--- src/rtl/mc_controller.sv ---
// mc_controller: multicycle ARM-subset control unit.
// A Moore main FSM sequences fetch, decode, execute, memory access and
// writeback over 3-5 cycles. It supports a memory-ready handshake on the
// shared instruction/data memory, and keeps registered NZCV flags for
// conditional execution.
//
// Ports
//   clk, reset        clock (rising edge), asynchronous active-high reset
//   Instr[31:12]      current IR contents
//   ALUFlags          NZCV produced by the ALU this cycle
//   MemReady          memory access completes this cycle
//   PCWrite, IRWrite, MemWrite, RegWrite   write enables (0 while reset)
//   AdrSrc            memory address select: 0 = PC, 1 = ALUResult register
//   ByteMem           byte-wide memory access (LDRB/STRB)
//   ResultSrc         00 = ALUOut, 01 = Data, 10 = ALUResult
//   ALUSrcA           00 = Rn, 01 = PC, 10 = ALUOut
//   ALUSrcB           00 = Rm, 01 = ExtImm, 10 = constant 4
//   ImmSrc, RegSrc    immediate extend type and register address selects
//   ALUControl        ALU operation; bits above [2] are always 0
//   State             current FSM state encoding, for debug
//
// state  | meaning
// FETCH  | read instruction at PC, PC <= PC+4 when memory is ready
// DECODE | read registers, form PC+8, latch condition result
// MEMADR | compute load/store address (Rn +/- imm)
// MEMRD  | read data memory, wait for ready
// MEMWB  | write loaded data to Rd
// MEMWR  | write data memory, wait for ready
// EXECR  | data processing with register operand
// EXECI  | data processing with immediate operand
// ALUWB  | write ALU result to Rd (or PC when Rd is R15)
// BRANCH | PC <= PC+8+offset
module mc_controller #(
    parameter int ALUCTRL_W     = 3,
    parameter int BYTE_EN       = 1,
    parameter int MEM_HANDSHAKE = 1
) (
    input  logic                 clk,
    input  logic                 reset,
    input  logic [31:12]         Instr,
    input  logic [3:0]           ALUFlags,
    input  logic                 MemReady,
    output logic                 PCWrite,
    output logic                 AdrSrc,
    output logic                 IRWrite,
    output logic                 MemWrite,
    output logic                 ByteMem,
    output logic                 RegWrite,
    output logic [1:0]           ResultSrc,
    output logic [1:0]           ALUSrcA,
    output logic [1:0]           ALUSrcB,
    output logic [1:0]           ImmSrc,
    output logic [1:0]           RegSrc,
    output logic [ALUCTRL_W-1:0] ALUControl,
    output logic [3:0]           State
);

    typedef enum logic [3:0] {
        FETCH  = 4'd0,
        DECODE = 4'd1,
        MEMADR = 4'd2,
        MEMRD  = 4'd3,
        MEMWB  = 4'd4,
        MEMWR  = 4'd5,
        EXECR  = 4'd6,
        EXECI  = 4'd7,
        ALUWB  = 4'd8,
        BRANCH = 4'd9
    } state_t;

    state_t     state;
    logic [3:0] flags;      // N Z C V
    logic       cond_ex;

    logic [3:0] cond;
    logic [1:0] op;
    logic       i_bit;
    logic [3:0] cmd;
    logic       u_bit;
    logic       b_bit;
    logic       l_bit;
    logic [3:0] rd;
    logic       ready;
    logic       cond_pass;
    logic [2:0] dp_alu;
    logic       cmd_ok;
    logic       is_cmp;
    logic       cv_upd;
    logic       dp_we;
    logic [2:0] alu_op;
    logic       unused_rn;

    assign cond  = Instr[31:28];
    assign op    = Instr[27:26];
    assign i_bit = Instr[25];
    assign cmd   = Instr[24:21];
    assign u_bit = Instr[23];
    assign b_bit = Instr[22];
    assign l_bit = Instr[20];    // also the S bit for data processing
    assign rd    = Instr[15:12];
    assign unused_rn = ^Instr[19:16];

    assign ready = (MEM_HANDSHAKE != 0) ? MemReady : 1'b1;

    always_comb begin
        cond_pass = 1'b0;
        case (cond)
            4'h0: cond_pass = flags[2];
            4'h1: cond_pass = ~flags[2];
            4'h2: cond_pass = flags[1];
            4'h3: cond_pass = ~flags[1];
            4'h4: cond_pass = flags[3];
            4'h5: cond_pass = ~flags[3];
            4'h6: cond_pass = flags[0];
            4'h7: cond_pass = ~flags[0];
            4'h8: cond_pass = flags[1] & ~flags[2];
            4'h9: cond_pass = ~flags[1] | flags[2];
            4'hA: cond_pass = (flags[3] == flags[0]);
            4'hB: cond_pass = (flags[3] != flags[0]);
            4'hC: cond_pass = ~flags[2] & (flags[3] == flags[0]);
            4'hD: cond_pass = flags[2] | (flags[3] != flags[0]);
            4'hE: cond_pass = 1'b1;
            default: cond_pass = 1'b0;
        endcase
    end

    always_comb begin
        dp_alu = 3'b000;
        cmd_ok = 1'b1;
        case (cmd)
            4'b0100: dp_alu = 3'b000;
            4'b0010: dp_alu = 3'b001;
            4'b0000: dp_alu = 3'b010;
            4'b1100: dp_alu = 3'b011;
            4'b0001: dp_alu = 3'b100;
            4'b1101: dp_alu = 3'b101;
            4'b1010: dp_alu = 3'b001;
            default: cmd_ok = 1'b0;
        endcase
    end

    assign is_cmp = (cmd == 4'b1010);
    assign cv_upd = (cmd == 4'b0100) | (cmd == 4'b0010) | is_cmp;
    assign dp_we  = cond_ex & cmd_ok & ~is_cmp;

    always_ff @(posedge clk or posedge reset) begin
        if (reset) begin
            state   <= FETCH;
            flags   <= 4'b0000;
            cond_ex <= 1'b0;
        end else begin
            case (state)
                FETCH:  if (ready) state <= DECODE;
                DECODE: begin
                    cond_ex <= cond_pass;
                    case (op)
                        2'b01:   state <= MEMADR;
                        2'b00:   state <= i_bit ? EXECI : EXECR;
                        2'b10:   state <= BRANCH;
                        default: state <= FETCH;
                    endcase
                end
                MEMADR: state <= l_bit ? MEMRD : MEMWR;
                MEMRD:  if (ready) state <= MEMWB;
                MEMWB:  state <= FETCH;
                // A store whose condition failed never touches memory, so
                // there is nothing to wait for.
                MEMWR:  if (!cond_ex || ready) state <= FETCH;
                EXECR, EXECI: begin
                    state <= ALUWB;
                    if (cond_ex && (l_bit || is_cmp)) begin
                        flags[3:2] <= ALUFlags[3:2];
                        if (cv_upd) flags[1:0] <= ALUFlags[1:0];
                    end
                end
                ALUWB:   state <= FETCH;
                BRANCH:  state <= FETCH;
                default: state <= FETCH;
            endcase
        end
    end

    always_comb begin
        PCWrite   = 1'b0;
        IRWrite   = 1'b0;
        MemWrite  = 1'b0;
        RegWrite  = 1'b0;
        AdrSrc    = 1'b0;
        ResultSrc = 2'b00;
        ALUSrcA   = 2'b00;
        ALUSrcB   = 2'b00;
        alu_op    = 3'b000;
        case (state)
            FETCH: begin
                ALUSrcA   = 2'b01;
                ALUSrcB   = 2'b10;
                ResultSrc = 2'b10;
                IRWrite   = ready;
                PCWrite   = ready;
            end
            DECODE: begin
                ALUSrcA   = 2'b01;
                ALUSrcB   = 2'b10;
                ResultSrc = 2'b10;
            end
            MEMADR: begin
                ALUSrcB = 2'b01;
                alu_op  = u_bit ? 3'b000 : 3'b001;
            end
            MEMRD: AdrSrc = 1'b1;
            MEMWB: begin
                ResultSrc = 2'b01;
                RegWrite  = cond_ex;
            end
            MEMWR: begin
                AdrSrc   = 1'b1;
                MemWrite = cond_ex;
            end
            EXECR: alu_op = dp_alu;
            EXECI: begin
                ALUSrcB = 2'b01;
                alu_op  = dp_alu;
            end
            ALUWB: begin
                // A write to R15 is steered to the PC instead of the regfile.
                if (dp_we && rd == 4'hF) PCWrite = 1'b1;
                else                     RegWrite = dp_we;
            end
            BRANCH: begin
                ALUSrcB   = 2'b01;
                ResultSrc = 2'b10;
                PCWrite   = cond_ex;
            end
            default: ;
        endcase
        // Reset is asynchronous, so gate enables combinationally to kill any
        // write in the cycle reset arrives.
        if (reset) begin
            PCWrite  = 1'b0;
            IRWrite  = 1'b0;
            MemWrite = 1'b0;
            RegWrite = 1'b0;
        end
    end

    always_comb begin
        ALUControl      = '0;
        ALUControl[2:0] = alu_op;
    end

    assign ImmSrc  = op;
    assign RegSrc  = {(op == 2'b01) & ~l_bit, (op == 2'b10)};
    assign ByteMem = (BYTE_EN != 0) && (op == 2'b01) && b_bit &&
                     (state == MEMADR || state == MEMRD ||
                      state == MEMWB  || state == MEMWR);
    assign State   = state;

endmodule

--- config.mk ---
export PLATFORM = sky130hd
export DESIGN_NAME = mc_controller
export DESIGN_NICKNAME = d
export VERILOG_FILES = /design/src/rtl/mc_controller.sv
export SDC_FILE = /design/constraint.sdc
export NUM_CORES = 1
export LEC_CHECK = 0
export CAP_MARGIN = 0
export CORE_MARGIN = 4
export CORE_UTILIZATION = 56
export DETAILED_ROUTE_END_ITERATION = 12
export DONT_BUFFER_PORTS = 1
export PLACE_DENSITY = 0.74
export SLEW_MARGIN = 30
export SYNTH_ARGS = -nofsm -noshare
export SYNTH_HDL_FRONTEND = slang
export SYNTH_SLANG_ARGS = --single-unit
--- constraint.sdc ---
create_clock -name clk -period 1.5 [get_ports clk]
set_clock_uncertainty 0.05 [all_clocks]
set_input_delay 0.075 -clock clk [delete_from_list [all_inputs] [get_ports clk]]
set_output_delay 0.075 -clock clk [all_outputs]
set_load 0.02 [all_outputs]
==> key figures, run 1 <==
Synth
  – Top cells by area, synth: dfrtp_1 (22%), nor2b_1 (4.8%), nor2_1 (3.3%)
  – Area leader, netlist: dfrtp_1
  – Sequential fraction of the synthesis area: 21.7%
  – Mapped Area: 0.00104 mm^2
  – Synth top cells by count: dfrtp_1 (9), nor2_1 (9), nand2_1 (8), nor2b_1 (8)
  – Synth warnings: 0
  – Post-synthesis async set-or-reset flop share: 100%
  – Primary FF master, synth: dfrtp_1
  – Syn nets: 160
  – Distinct cells, synth: 50
  – Post-synth top area share: 21.7%
  – Mapped Cells: 133
  – Seq cells post-synth: 9
  – Average cell area after synthesis: 7.80 um^2
  – Number of enable flip-flop cells after synthesis: 0

Outcome
  – Failing step: global routing
  – Tool error: [ERROR DPL-0033] detailed placement checks failed during check placement.
  – Status: stopped before the end

Placed design
  – GP Congestion: 0.871
  – Post-DP HPWL: 2330 um
  – Cell total after placement: 171
  – Port buffer count: 0

Floorplan
  – Ports: 50
  – Die X: 51.0 um
  – Starting Density: 59.4%
  – Die boundary height: 51.0 um
  – Row count: 15

CTS
  – Sink Count: 9
  – CTS Buffer Depth: 2
  – H-tree levels: 1
  – Root buf cell: clkbuf_4
  – Inserted Clock Buffers: 3

GRT
  – Initial antenna violation count: 0
  – Largest net degree at the start of global routing: 15

STA
  – Crit. endpoint post-GRT repair: PCWrite
  – Worst EP Category: primary output
[kinds of logic after synthesis]
kind of cell           Yosys count  share of synthesized area (%)
buffers and inverters           19                           10.3
flip-flops                       9                           21.7
XOR/XNOR                         4                           3.38
other                            1                          0.362
multiplexers                     7                           7.96
AO/OA/AOI/OAI                   30                           20.1
AND/OR/NAND/NOR                 63                           36.2
[repair_timing]
action / in CTS
resized for setup: 20
hold buffers: 9
buffers inserted: 1
endpoints found under the setup margin: 15
pin swaps: 4
hold endpoints to repair: 17
[stage by stage]
step                instance area (um^2)  hold WS [ns]  setup slack (ns)  utilization [%]
floorplan                           1100        -0.139            -0.264                -
global placement                    1240       -0.0627           -0.0129             70.8
detailed placement                  1240       -0.0573           -0.0814             70.8
CTS                                 1450       0.00978            -0.318             82.8
==> run 2: changes to the inputs <==
CORE_AREA = 4 4 65 67   (was default)
CORE_MARGIN = default   (was 4)
CORE_UTILIZATION = default   (was 56)
DIE_AREA = 0 0 69 71   (was default)
PLACE_DENSITY = default   (was 0.74)
PLACE_DENSITY_LB_ADDON = 0.15   (was default)
clock period = 2 ns   (was 1.5 ns; I/O delays follow)
==> run 2 against run 1 <==
The run now ends clean; synthesized cell count did not move; area after synthesis did not move.
==> key figures, run 2 <==
Detailed routing
  – Final WL: 2910 um
  – Post-route ant nets: 0
  – DRC: 0
  – 1st-pass router iterations: 4
  – Vias/cell: 5.34
  – Wire length per cell: 15.1 um
  – DR vias: 1031
  – 1st-iter DRT viols: 29

Critical path
  – Critical Path RT: 2.12 ns
  – Crit path capture type: flop
  – Setup CP Type: reg -> reg
  – Critical path arrival: 2.05 ns
  – Worst-path maximum fanout: 9
  – Setup crit start kind: flop

Synth
  – Mapped Cells: 133 (unchanged)
  – Mapped Area: 0.00104 mm^2 (unchanged)
  – Sequential fraction of the synthesis area: 21.7% (unchanged)
  – Primary FF master, synth: dfrtp_1
  – Distinct cells, synth: 50 (unchanged)
  – Syn nets: 160 (unchanged)
  – Synth warnings: 0 (unchanged)
  – Synth top cells by count: dfrtp_1 (9), nor2_1 (9), nand2_1 (8), nor2b_1 (8)
  – Number of enable flip-flop cells after synthesis: 0 (unchanged)
  – Area leader, netlist: dfrtp_1
  – Post-synthesis async set-or-reset flop share: 100% (unchanged)
  – Post-synth top area share: 21.7% (unchanged)
  – Top cells by area, synth: dfrtp_1 (22%), nor2b_1 (4.8%), nor2_1 (3.3%)
  – Seq cells post-synth: 9 (unchanged)
  – Average cell area after synthesis: 7.80 um^2 (unchanged)

STA
  – Final hold vios: 0
  – Fmax: 517 MHz
  – WHS: 0.0420 ns
  – RSZ-0062 raised after global routing: yes
  – Final Critical Period: 1.93 ns
  – Fin. max-slew vios: 0
  – Count of final setup violators: 0
  – Final period util: 96.7%

GRT
  – Vias in the first global route: 1070
  – Total global routing track utilization: 12.1%
  – First-pass GRT wire length: 4970 um
  – Busiest grt layer: met2
  – Largest net degree at the start of global routing: 15
  – Met2 Use GR: 22.4%
  – Met1 usage: 13.5%
  – Initial antenna violation count: 0
  – Grt ovf: 0
  – GR Util met3: 3.55%

Job
  – Max-cap viol count: 0

CTS
  – Post-CTS Setup Bufs: 0 (-1)
  – Worst-Skew Late Latency: 0.23 ns
  – Root buf cell: clkbuf_8
  – CTS Buffer Depth: 2 (unchanged)
  – CTS tree: yes
  – Clock slew at reported path FFs: 0.05 ns
  – Inserted Clock Buffers: 3 (unchanged)
  – Sink Count: 9 (unchanged)
  – H-tree levels: 1 (unchanged)

Final layout
  – Share of cells above drive strength 1: 20.0%
  – Most frequent cells in the layout: buf_4 (13), nor2_1 (9), dfrtp_1 (8), nand2_1 (8), dlygate4sd3_1 (8)
  – Most common cell after layout, fill and taps aside: buf_4
  – Final instance area: 0.00126 mm^2
  – Layout area overhead: 21.4%
  – Number of diodes: 0
  – # nets final: 173
  – Fin cells: 193

Placed design
  – Placed inst area: 0.00111 mm^2 (-10%)
  – GP Congestion: 0.861 (-1.1%)
  – Cell total after placement: 181 (+5.8%)
  – Post-DP HPWL: 2310 um (-1.1%)
  – Port buffer count: 0 (unchanged)

Floorplan
  – Die X: 69 um (+35%)
  – Die boundary height: 71 um (+39%)
  – Ports: 50 (unchanged)
  – Starting Density: 28.5% (-31 points)
  – Die area: 0.00490 mm^2
  – Core ar.: 0.00363 mm^2
  – Row count: 22 (+7)

Outcome
  – Status: complete, no violations

Pwr
  – Power Dens Cells: 1270 mW/mm^2
  – Max VDD drop: 0.000357 V
  – Leakage power total: 0.504 nW

Worst hold path
  – Hold crit path type: in -> reg
run 2: where the power goes:
group | internal, mW | switching [mW] | leakage, nW
Combinational | 0.428 | 0.589 | 0.368
Sequential | 0.261 | 0.109 | 0.113
Clock | 0.139 | 0.0701 | 0.0228
Total | 0.827 | 0.769 | 0.504
run 2: cells by family after synthesis:
group	count (synthesis)	share of synthesized area, %
simple gates	63	36.2
compound gates	30	20.1
buf+inv	19	10.3
flops	9	21.7
mux	7	7.96
xor+xnor	4	3.38
other cells	1	0.362
run 2: path summary, 6_finish.rpt:
path,start,end,slack (ns),cells after the start
hold / removal,Instr[27],State[3],0.04,2
min in group asynchronous,reset,State[0],0.25,2
setup reg to reg,State[0],State[1],0.07,5
hold reg to reg,flags[1],flags[1],0.52,1
max in group asynchronous,reset,State[3],1.33,2
setup / recovery,State[0],State[1],0.07,5
run 2: worst max-delay path: stages (launching register included):
cell and delay (ns):
dfrtp_1 0.43, buf_4 0.22, nor2b_2 0.23, nand2b_1 0.16, o221ai_1 0.19, dlygate4sd3_1 0.58
run 2: stage by stage:
stage	TNS [ns]	power (mW)	worst slack (ns)	utilization, %
2_1_floorplan	0	1.15	0.100	-
3_3_place_gp	0	1.32	0.369	30.6
3_5_place_dp	0	1.33	0.305	30.6
4_1_cts	0	1.57	0.0592	34.0
5_1_grt	-0.000420	1.73	-0.000420	34.6
6_report	0	1.60	0.0669	34.6
run 2: area by class of cell:
class                           count  area, um^2
Fill cell                         407        2370
Multi-Input combinational cell    105         727
Sequential cell                     9         226
Timing Repair Buffer               21         178
Tap cell                           48        60.1
Clock buffer                        4        45.0
Inverter                            6        22.5
run 2: per-layer routing:
layer,vias to the layer above,share of wire [%]
met5,-,0
met4,0,0.48
met3,2,7.6
met2,35,51
met1,487,41
li1,507,-
run 2: repair_timing:
item | in CTS | in global routing
hold buffers | 8 | 0
endpoints found under the setup margin | 0 | 2
endpoints found under the hold margin | 16 | 0
gates resized for setup | 0 | 6
Power figures use the tool's default switching activity.
